File: config.mk
export PLATFORM = sky130hd
export DESIGN_NAME = fir_mac
export DESIGN_NICKNAME = d
export VERILOG_FILES = /design/src/rtl/fir_pkg.sv /design/src/rtl/fir_round_sat.sv /design/src/rtl/fir_mac.sv
export SDC_FILE = /design/constraint.sdc
export NUM_CORES = 1
export LEC_CHECK = 0
export CORE_ASPECT_RATIO = 1.4
export CORE_UTILIZATION = 51
export CTS_CLUSTER_SIZE = 16
export DETAILED_ROUTE_END_ITERATION = 8
export DONT_BUFFER_PORTS = 1
export PLACE_DENSITY = 0.71
export SKIP_LAST_GASP = 1
export SYNTH_ARGS = -nofsm -noshare
export SYNTH_HDL_FRONTEND = slang
export SYNTH_HIERARCHICAL = 1
export SYNTH_SLANG_ARGS = --single-unit
File: constraint.sdc
create_clock -name clk -period 8.6 [get_ports clk]
set_clock_uncertainty 0.2 [all_clocks]
set_input_delay 0 -clock clk [delete_from_list [all_inputs] [get_ports clk]]
set_output_delay 0 -clock clk [all_outputs]
set_load 0.02 [all_outputs]
File: src/rtl/fir_pkg.sv
// Shared definitions for the time-multiplexed FIR: width helpers and FSM encoding.
package fir_pkg;

  // Ceiling log2, used for tap-index widths and accumulator growth.
  function automatic int unsigned clog2(input int unsigned n);
    int unsigned r;
    r = 0;
    for (int i = 0; i < 32; i++) begin
      if ((64'd1 << i) < 64'(n)) r = 32'(i + 1);
    end
    return r;
  endfunction

  // Full-precision accumulator width: product width plus growth over all taps.
  function automatic int unsigned acc_width(input int unsigned dw,
                                            input int unsigned cw,
                                            input int unsigned nt);
    return dw + cw + clog2(nt);
  endfunction

  typedef enum logic [1:0] {
    IDLE = 2'd0,
    MAC  = 2'd1,
    OUT  = 2'd2
  } state_t;

endpackage

File: src/rtl/fir_round_sat.sv
// Combinational round-half-up, arithmetic shift and saturation of a wide accumulator.
module fir_round_sat #(
  parameter int unsigned ACC_WIDTH  = 18,
  parameter int unsigned DATA_WIDTH = 8,
  parameter int unsigned OUT_SHIFT  = 0
) (
  input  logic signed [ACC_WIDTH-1:0]  acc,
  output logic signed [DATA_WIDTH-1:0] res_c,
  output logic                         sat_c
);

  // One guard bit so the rounding increment can never wrap.
  localparam int unsigned EXT = ACC_WIDTH + 1;
  localparam logic signed [EXT-1:0] MAX_V =
    {{(EXT - DATA_WIDTH + 1){1'b0}}, {(DATA_WIDTH - 1){1'b1}}};
  localparam logic signed [EXT-1:0] MIN_V =
    {{(EXT - DATA_WIDTH + 1){1'b1}}, {(DATA_WIDTH - 1){1'b0}}};

  logic signed [EXT-1:0] ext;
  logic signed [EXT-1:0] rnd;

  assign ext = {acc[ACC_WIDTH-1], acc};

  // Add half an LSB of the output grid before shifting.
  if (OUT_SHIFT > 0) begin : g_round
    localparam logic signed [EXT-1:0] HALF = EXT'(1) << (OUT_SHIFT - 1);
    logic signed [EXT-1:0] sum;
    assign sum = ext + HALF;
    assign rnd = sum >>> OUT_SHIFT;
  end else begin : g_pass
    assign rnd = ext;
  end

  // Clamp to the signed output range and flag clipping.
  always_comb begin
    res_c = rnd[DATA_WIDTH-1:0];
    sat_c = 1'b0;
    if (rnd > MAX_V) begin
      res_c = MAX_V[DATA_WIDTH-1:0];
      sat_c = 1'b1;
    end else if (rnd < MIN_V) begin
      res_c = MIN_V[DATA_WIDTH-1:0];
      sat_c = 1'b1;
    end
  end

endmodule

File: src/rtl/fir_mac.sv
// Single-multiplier FIR: one sample in, NUM_TAPS MAC cycles, one rounded output.
module fir_mac
  import fir_pkg::*;
#(
  parameter int unsigned DATA_WIDTH  = 8,
  parameter int unsigned COEFF_WIDTH = 8,
  parameter int unsigned NUM_TAPS    = 4,
  parameter int unsigned OUT_SHIFT   = 0
) (
  input  logic                          clk,
  input  logic                          rst_n,
  input  logic                          in_valid,
  output logic                          in_ready,
  input  logic signed [DATA_WIDTH-1:0]  in_data,
  input  logic                          coeff_we,
  input  logic [clog2(NUM_TAPS)-1:0]    coeff_addr,
  input  logic signed [COEFF_WIDTH-1:0] coeff_data,
  output logic                          out_valid,
  output logic signed [DATA_WIDTH-1:0]  out_data,
  output logic                          out_sat
);

  localparam int unsigned AW        = clog2(NUM_TAPS);
  localparam int unsigned PW        = DATA_WIDTH + COEFF_WIDTH;
  localparam int unsigned ACC_WIDTH = acc_width(DATA_WIDTH, COEFF_WIDTH, NUM_TAPS);
  localparam logic [AW-1:0] LAST    = AW'(NUM_TAPS - 1);

  state_t state_q, state_d;

  logic signed [DATA_WIDTH-1:0]  smp_q   [NUM_TAPS];
  logic signed [COEFF_WIDTH-1:0] coeff_q [NUM_TAPS];

  logic [AW-1:0]               wr_q, wr_d;
  logic [AW-1:0]               rd_q, rd_d;
  logic [AW-1:0]               k_q, k_d;
  logic signed [ACC_WIDTH-1:0] acc_q, acc_d;
  logic                        smp_we;

  logic                        in_ready_q, in_ready_d;
  logic                        out_valid_q, out_valid_d;
  logic signed [DATA_WIDTH-1:0] out_data_q, out_data_d;
  logic                        out_sat_q, out_sat_d;

  logic signed [PW-1:0]         prod;
  logic signed [DATA_WIDTH-1:0] res_c;
  logic                         sat_c;

  // Single shared multiplier: sample walks back from newest, tap index walks up.
  assign prod = smp_q[rd_q] * coeff_q[k_q];

  fir_round_sat #(
    .ACC_WIDTH (ACC_WIDTH),
    .DATA_WIDTH(DATA_WIDTH),
    .OUT_SHIFT (OUT_SHIFT)
  ) u_round_sat (
    .acc  (acc_q),
    .res_c(res_c),
    .sat_c(sat_c)
  );

  // State, datapath and output registers.
  always_ff @(posedge clk) begin
    if (!rst_n) begin
      state_q     <= IDLE;
      wr_q        <= '0;
      rd_q        <= '0;
      k_q         <= '0;
      acc_q       <= '0;
      in_ready_q  <= 1'b0;
      out_valid_q <= 1'b0;
      out_data_q  <= '0;
      out_sat_q   <= 1'b0;
      for (int i = 0; i < NUM_TAPS; i++) begin
        smp_q[i]   <= '0;
        coeff_q[i] <= '0;
      end
    end else begin
      state_q     <= state_d;
      wr_q        <= wr_d;
      rd_q        <= rd_d;
      k_q         <= k_d;
      acc_q       <= acc_d;
      in_ready_q  <= in_ready_d;
      out_valid_q <= out_valid_d;
      out_data_q  <= out_data_d;
      out_sat_q   <= out_sat_d;
      if (smp_we) smp_q[wr_q] <= in_data;
      if (coeff_we) coeff_q[coeff_addr] <= coeff_data;
    end
  end

  // Next-state and next-output logic.
  always_comb begin
    state_d     = state_q;
    wr_d        = wr_q;
    rd_d        = rd_q;
    k_d         = k_q;
    acc_d       = acc_q;
    smp_we      = 1'b0;
    in_ready_d  = in_ready_q;
    out_valid_d = 1'b0;
    out_data_d  = out_data_q;
    out_sat_d   = out_sat_q;

    unique case (state_q)
      IDLE: begin
        in_ready_d = 1'b1;
        if (in_valid && in_ready_q) begin
          smp_we     = 1'b1;
          wr_d       = (wr_q == LAST) ? '0 : wr_q + AW'(1);
          rd_d       = wr_q;
          acc_d      = '0;
          k_d        = '0;
          in_ready_d = 1'b0;
          state_d    = MAC;
        end
      end
      MAC: begin
        in_ready_d = 1'b0;
        acc_d      = acc_q + ACC_WIDTH'(prod);
        rd_d       = (rd_q == '0) ? LAST : rd_q - AW'(1);
        if (k_q == LAST) begin
          k_d     = '0;
          state_d = OUT;
        end else begin
          k_d = k_q + AW'(1);
        end
      end
      OUT: begin
        in_ready_d  = 1'b1;
        out_valid_d = 1'b1;
        out_data_d  = res_c;
        out_sat_d   = sat_c;
        state_d     = IDLE;
      end
      default: begin
        state_d    = IDLE;
        in_ready_d = 1'b0;
      end
    endcase
  end

  assign in_ready  = in_ready_q;
  assign out_valid = out_valid_q;
  assign out_data  = out_data_q;
  assign out_sat   = out_sat_q;

endmodule

==> metrics, run 1 <==
status=completed; layout cell share with drive strength beyond 1=6.732%; Worst-path clk slew=0.07 ns; GRT overflow=0; pwr/cell area=348.5 nW/um2; final WL=16,840 um; setup slack, reg-to-reg=2.04 ns; Worst EP arrival=6.60 ns; Crit path largest cell delay=0.66 ns; slowest CP cell=dfxtp_1; HPWL after DPL=13,190 um; clock buffer count from CTS=9; Longest Clk Path Bufs=2; Syn-to-layout area delta=9.518%; prevailing post-synth register cell=edfxtp_1; hold slack final=0.01948 ns; Clock Sinks=105; Routed Antenna Nets=0; RePlAce Congestion=0.8415; DR vias=5,120; antenna violations before repair=0; Critical Path Most Common Cell=fa_1; TNS Setup=0 ns; Post-Layout Cell Count=905; # DRC=0; Gate Count Post-Synth=689; area occupied by multi-input gates=4564 um2; clk_lat worst skew=0.36 ns; crit share post-route=76.24%; crit path cell chain=mux2_2 -> o21ai_1 -> or2_2 -> fa_1 -> fa_1 -> inv_1 -> fa_1 -> fa_1 -> fa_1 -> ha_1 -> o211ai_1 -> o21ai_0 -> xnor2_1 -> o21ai_0 -> and2_1 -> dlygate4sd3_1; CTS tree=yes; ant diodes=0; drt first-iter violations=308; Max Fclk=152.5 MHz; most common cell after layout, fill and taps aside=inv_1; post-synthesis sequential area ratio=35.36%; Fin. Hold Viols=0; RSZ-0062 raised after global routing=no; Synth Area per Inst=11.26 um2; Hold Crit Class=in -> reg; WL/cell=18.61 um; CP Class=reg -> reg; Worst setup SP type=flop; Ports=33; Post-CTS Hold Buffers=31; Post-CTS Setup Inserts=0; clock root buffer=clkbuf_16; worst path bufs/invs=2; critical-path maximum fanout=9; Post-synth EDFFs=64; leading cell types in the layout, fill and taps excluded=inv_1, and2_1, fa_1; Crit. End Element=flop; Final #Nets=855; all-layer global routing usage=23.35%; Sequential cell area=2743 um2; Max Cap Violations=0; number of global-route vias before repair=5,684; placed insts=858; largest net degree at the start of global routing=48; first-pass GRT wire length=27,920 um; fill count=1,248; CP top delay family=adder cells; syn_nets=836; vias per cell=5.657; Post-Syn Area=7756 um2; IO buf count=0; core area=14,920 um2; post-CTS sizing=0; Syn. warnings=6; post-synth cell types=57; Rows=53; Final min period=6.557 ns; Slew Viols, Final=0; H-tree levels=3; flops & latches, synth=105; headroom to the max-slew limit=19.32%; fraction of registers with async set/reset=0%; worst slew pin tran=1.198 ns; Critical Path RT=8.64 ns; DR pass1 iterations=4; die width=106.2 um; Die Span Y=147.9 um; setup violators final=0; die area=15,710 um2; starting density of the core=51.98%; Leak=3.729 nW; worst vdd ir=0.1969 mV
[stage by stage]
| step | util [%] | setup slack [ns] | power (mW) | area [um2] |
|---|---|---|---|---|
| after global placement | 52.90 | 2.628 | 2.467 | 7893 |
| after global routing | 56.93 | 1.742 | 3.226 | 8494 |
| after detailed placement | 52.90 | 2.483 | 2.532 | 7893 |
| after floorplan | - | 3.041 | 2.130 | 7756 |
| final | 56.93 | 2.043 | 2.960 | 8494 |
| after CTS | 56.93 | 2.099 | 2.968 | 8494 |
[synthesized netlist by cell type (3+ instances only)]
master	n	area, um2
a21boi_0	14	105.1
a21oi_1	9	45.04
a22o_1	6	52.55
a22oi_1	3	22.52
a2bb2oi_1	7	61.31
a32o_1	3	30.03
and2_1	85	531.8
and3_1	18	112.6
buf_2	5	25.02
clkbuf_1	14	52.55
dfxtp_1	41	820.8
edfxtp_1	64	1922
fa_1	80	1602
ha_1	45	563.0
inv_1	92	345.3
mux2i_1	4	40.04
mux4_2	15	337.8
nand2_1	58	217.7
nand2b_1	8	50.05
nand3_1	5	25.02
nand4_1	8	50.05
nor2_1	15	56.30
nor2b_1	7	43.79
nor3_1	4	20.02
nor3b_1	3	22.52
o21a_1	5	37.54
o21ai_0	16	80.08
or2_2	3	18.77
or3_1	4	25.02
xnor2_1	12	105.1
xor2_1	3	26.28
[power breakdown]
| part | leakage (nW) | internal, mW | total, mW | switching (mW) |
|---|---|---|---|---|
| combinational | 2.61 | 0.889 | 1.94 | 1.05 |
| sequential | 0.976 | 0.574 | 0.619 | 0.0447 |
| clock | 0.141 | 0.202 | 0.398 | 0.197 |
[registers in the layout (all words and copies together), names as in the netlist, named ones only]
signal     cells
out_sat        1
k_q            2
smp_q         32
acc_q         18
in_ready       1
out_data       8
coeff_q       32
wr_q           2
rd_q           2
state_q        2
out_valid      1
[final cells by class]
type	count	share of cell area, %
Multi-Input combinational cell	469	53.73
Sequential cell	105	32.29
Inverter	92	4.065
Timing Repair Buffer	31	3.771
Tap cell	192	2.828
Clock buffer	9	2.651
Clock inverter	7	0.6628
[tightest hold or removal path: stages]
cell     delay, ns
nand2_1       0.09
nor3b_1       0.13
and2_1        0.18
[per-layer routing]
layer | global-route usage [%] | up-vias | part of all wire, %
li1 | - | 2344 | -
met1 | 26.02 | 2593 | 37
met2 | 42.53 | 132 | 55
met3 | 3.307 | 51 | 3.2
met4 | 12.57 | 0 | 4.5
met5 | 0 | - | 0
[final timing paths]
kind                                     startpoint                          end  depth (start not counted)
worst min-delay path                       coeff_we  coeff_q[1][3]$_SDFFCE_PN0P_                          3
worst min register to register  k_q[1]$_SDFFE_PN0P_          k_q[1]$_SDFFE_PN0P_                          1
worst max register to register                 flop        acc_q[9]$_SDFFE_PN0P_                         16
worst max-delay path                           flop        acc_q[9]$_SDFFE_PN0P_                         16
[kinds of logic (layout without fill, tap and decap cells)]
family	count (synthesis)	count (layout)	synth area share, %
AOI/OAI and AO/OA	77	77	7.114
muxes	20	20	5.017
and+or+nand+nor	232	232	17.12
adders and majority gates	125	125	27.91
xor gates and xnor gates	15	15	1.694
DFF	105	105	35.36
buffers and inverters	115	139	5.791
Power figures use the tool's default switching activity.
==> run 2, diff against run 1 <==
PLACE_DENSITY = 0.74   (was 0.71)
clock period = 5.9 ns   (was 8.6 ns; I/O delays follow)
==> run 2 against run 1 <==
  * Combinational power rose by 53%
  * Critical path depth rose by 1
  * Flip-flop and latch count stayed put
  * Worst setup slack got worse by 1.9 ns
  * Cell count is 2.0% higher
  * Register-to-register slack lost 1.9 ns
  * Largest power group unchanged
==> metrics, run 2 (synthesized netlist as in run 1, its figures left out) <==
Worst EP arrival=5.75 ns; Syn-to-layout area delta=12.10%; busiest layer in global routing=met2; Final #Nets=873; Critical Path RT=5.94 ns; Worst setup SP type=flop; critical-path maximum fanout=6; CP Class=reg -> reg; pwr/cell area=514.2 nW/um2; global-route met1 utilization=25.32%; largest net degree at the start of global routing=49; Power Total=4.470 mW; switch share=43.75%; Internal=2.515 mW; Leak=3.828 nW; final WL=17,340 um; DR vias=5,181; die width=106.2 um; fill count=1,193; ant diodes=0; Rows=53; setup violators final=0; Design Area, Final=8695 um2; GR met2 Demand/Resource=44.16%; Clock Sinks=105; Max Cap Violations=0; crit share post-route=96.79%; vias per cell=5.613; first-pass GRT wire length=28,190 um; fin util=58.27%; Hold Crit Class=in -> reg; HPWL after DPL=13,220 um; number of global-route vias before repair=5,712; Die Span Y=147.9 um; Worst Slack Setup Final=0.1893 ns; Clk pwr share=13.7%; Crit. End Element=flop; Worst-path clk slew=0.08 ns; antenna violations before repair=0; Post-Layout Cell Count=923; Final min period=5.711 ns; clk_lat worst skew=0.36 ns; DR pass1 iterations=4; Slew Viols, Final=0; pre-CTS setup slack=0.1360 ns; Placed Area=7975 um2; Top Registers=coeff_q: 32 flops, smp_q: 32 flops, acc_q: 18 flops; Max Fclk=175.1 MHz; drt first-iter violations=311; Net Switching=1.956 mW; combinational share of power=66.2%; Ports=33; GRT overflow=0; RePlAce Congestion=0.8517; layout cell share with drive strength beyond 1=10.12%; Routed Antenna Nets=0; clock buffer count from CTS=9; IO buf count=0; placed insts=869; worst slew pin tran=1.258 ns; status=completed; core area=14,920 um2; CTS tree=yes; all-layer global routing usage=23.72%; H-tree levels=3; # DRC=0; part of the power in registers=20.1%; worst vdd ir=0.3912 mV; headroom to the max-slew limit=15.21%; starting density of the core=51.98%; Longest Clk Path Bufs=2; met3 usage=3.439%; leading cell types in the layout, fill and taps excluded=inv_1, and2_1, fa_1; WL/cell=18.78 um; die area=15,710 um2; Fin. Hold Viols=0; most common cell after layout, fill and taps aside=inv_1; clock root buffer=clkbuf_16
[run 2: changes by cell type in the layout (fill, tap and decap cells not counted), moves of 2 or more]
| cell | before | now |
|---|---|---|
| buf_4 | 0 | 16 |
| inv_8 | 2 | 0 |
| clkinv_8 | 0 | 3 |
| ha_1 | 45 | 43 |
| dfxtp_1 | 41 | 39 |
| buf_6 | 0 | 2 |
| ha_4 | 0 | 2 |
[run 2: stage by stage]
step / hold slack (ns) / setup TNS, ns
final: 0.02639 / 0
after global routing: 0.04923 / -0.01166
after CTS: 0.004938 / 0
after detailed placement: -0.07035 / 0
after global placement: -0.06852 / 0
after floorplan: -0.001847 / 0
[run 2: worst paths after layout]
kind                                          start                          end  slack (ns)  cells after the start
worst max-delay path                           flop        acc_q[8]$_SDFFE_PN0P_        0.19                     17
worst min-delay path                       coeff_we  coeff_q[1][0]$_SDFFCE_PN0P_        0.03                      3
worst min register to register  k_q[1]$_SDFFE_PN0P_          k_q[1]$_SDFFE_PN0P_        0.32                      1
worst max register to register                 flop        acc_q[8]$_SDFFE_PN0P_        0.19                     17
[run 2: worst max-delay path: stages, from the launching register on]
cell	delay (ns)
dfxtp_4	0.39
buf_6	0.14
mux4_2	0.57
buf_4	0.17
nand2_1	0.08
fa_1	0.45
fa_1	0.54
inv_1	0.06
fa_1	0.50
fa_1	0.59
fa_1	0.48
ha_4	0.30
o21a_1	0.15
nor2_1	0.06
xnor2_1	0.13
a22oi_1	0.17
nor2b_1	0.06
dlygate4sd3_1	0.54
[run 2: routing by layer]
| layer | up-vias | wire length [um] |
|---|---|---|
| li1 | 2387 | - |
| met1 | 2601 | 6169 |
| met2 | 136 | 9498 |
| met3 | 57 | 660 |
| met4 | 0 | 1007 |
| met5 | - | 0 |
[run 2: what timing repair did]
| action | 4_1_cts | 5_1_grt |
|---|---|---|
| endpoints found under the setup margin | 0 | 7 |
| setup buffers | 0 | 7 |
| endpoints found under the hold margin | 151 | 0 |
| hold buffers | 30 | 0 |
| resized for setup | 0 | 10 |
[run 2: area by class of cell]
cell class / instances / area (um2) / share of cell area [%]
clock inverters: 7 / 83.83 / 0.9642
multi-input cells: 469 / 4594 / 52.84
flip-flops and latches: 105 / 2748 / 31.60
repair buffers: 49 / 457.9 / 5.267
inverters: 92 / 345.3 / 3.972
clock buffers: 9 / 225.2 / 2.590
well taps: 192 / 240.2 / 2.763
[run 2: power by group through the flow]
stage	Sequential, mW	Clock [mW]	Combinational (mW)
6_report	0.898	0.612	2.96
4_1_cts	0.898	0.617	2.88
3_3_place_gp	0.911	0	2.72
3_5_place_dp	0.914	0	2.81
5_1_grt	0.906	0.644	3.31
2_1_floorplan	0.886	0	2.22
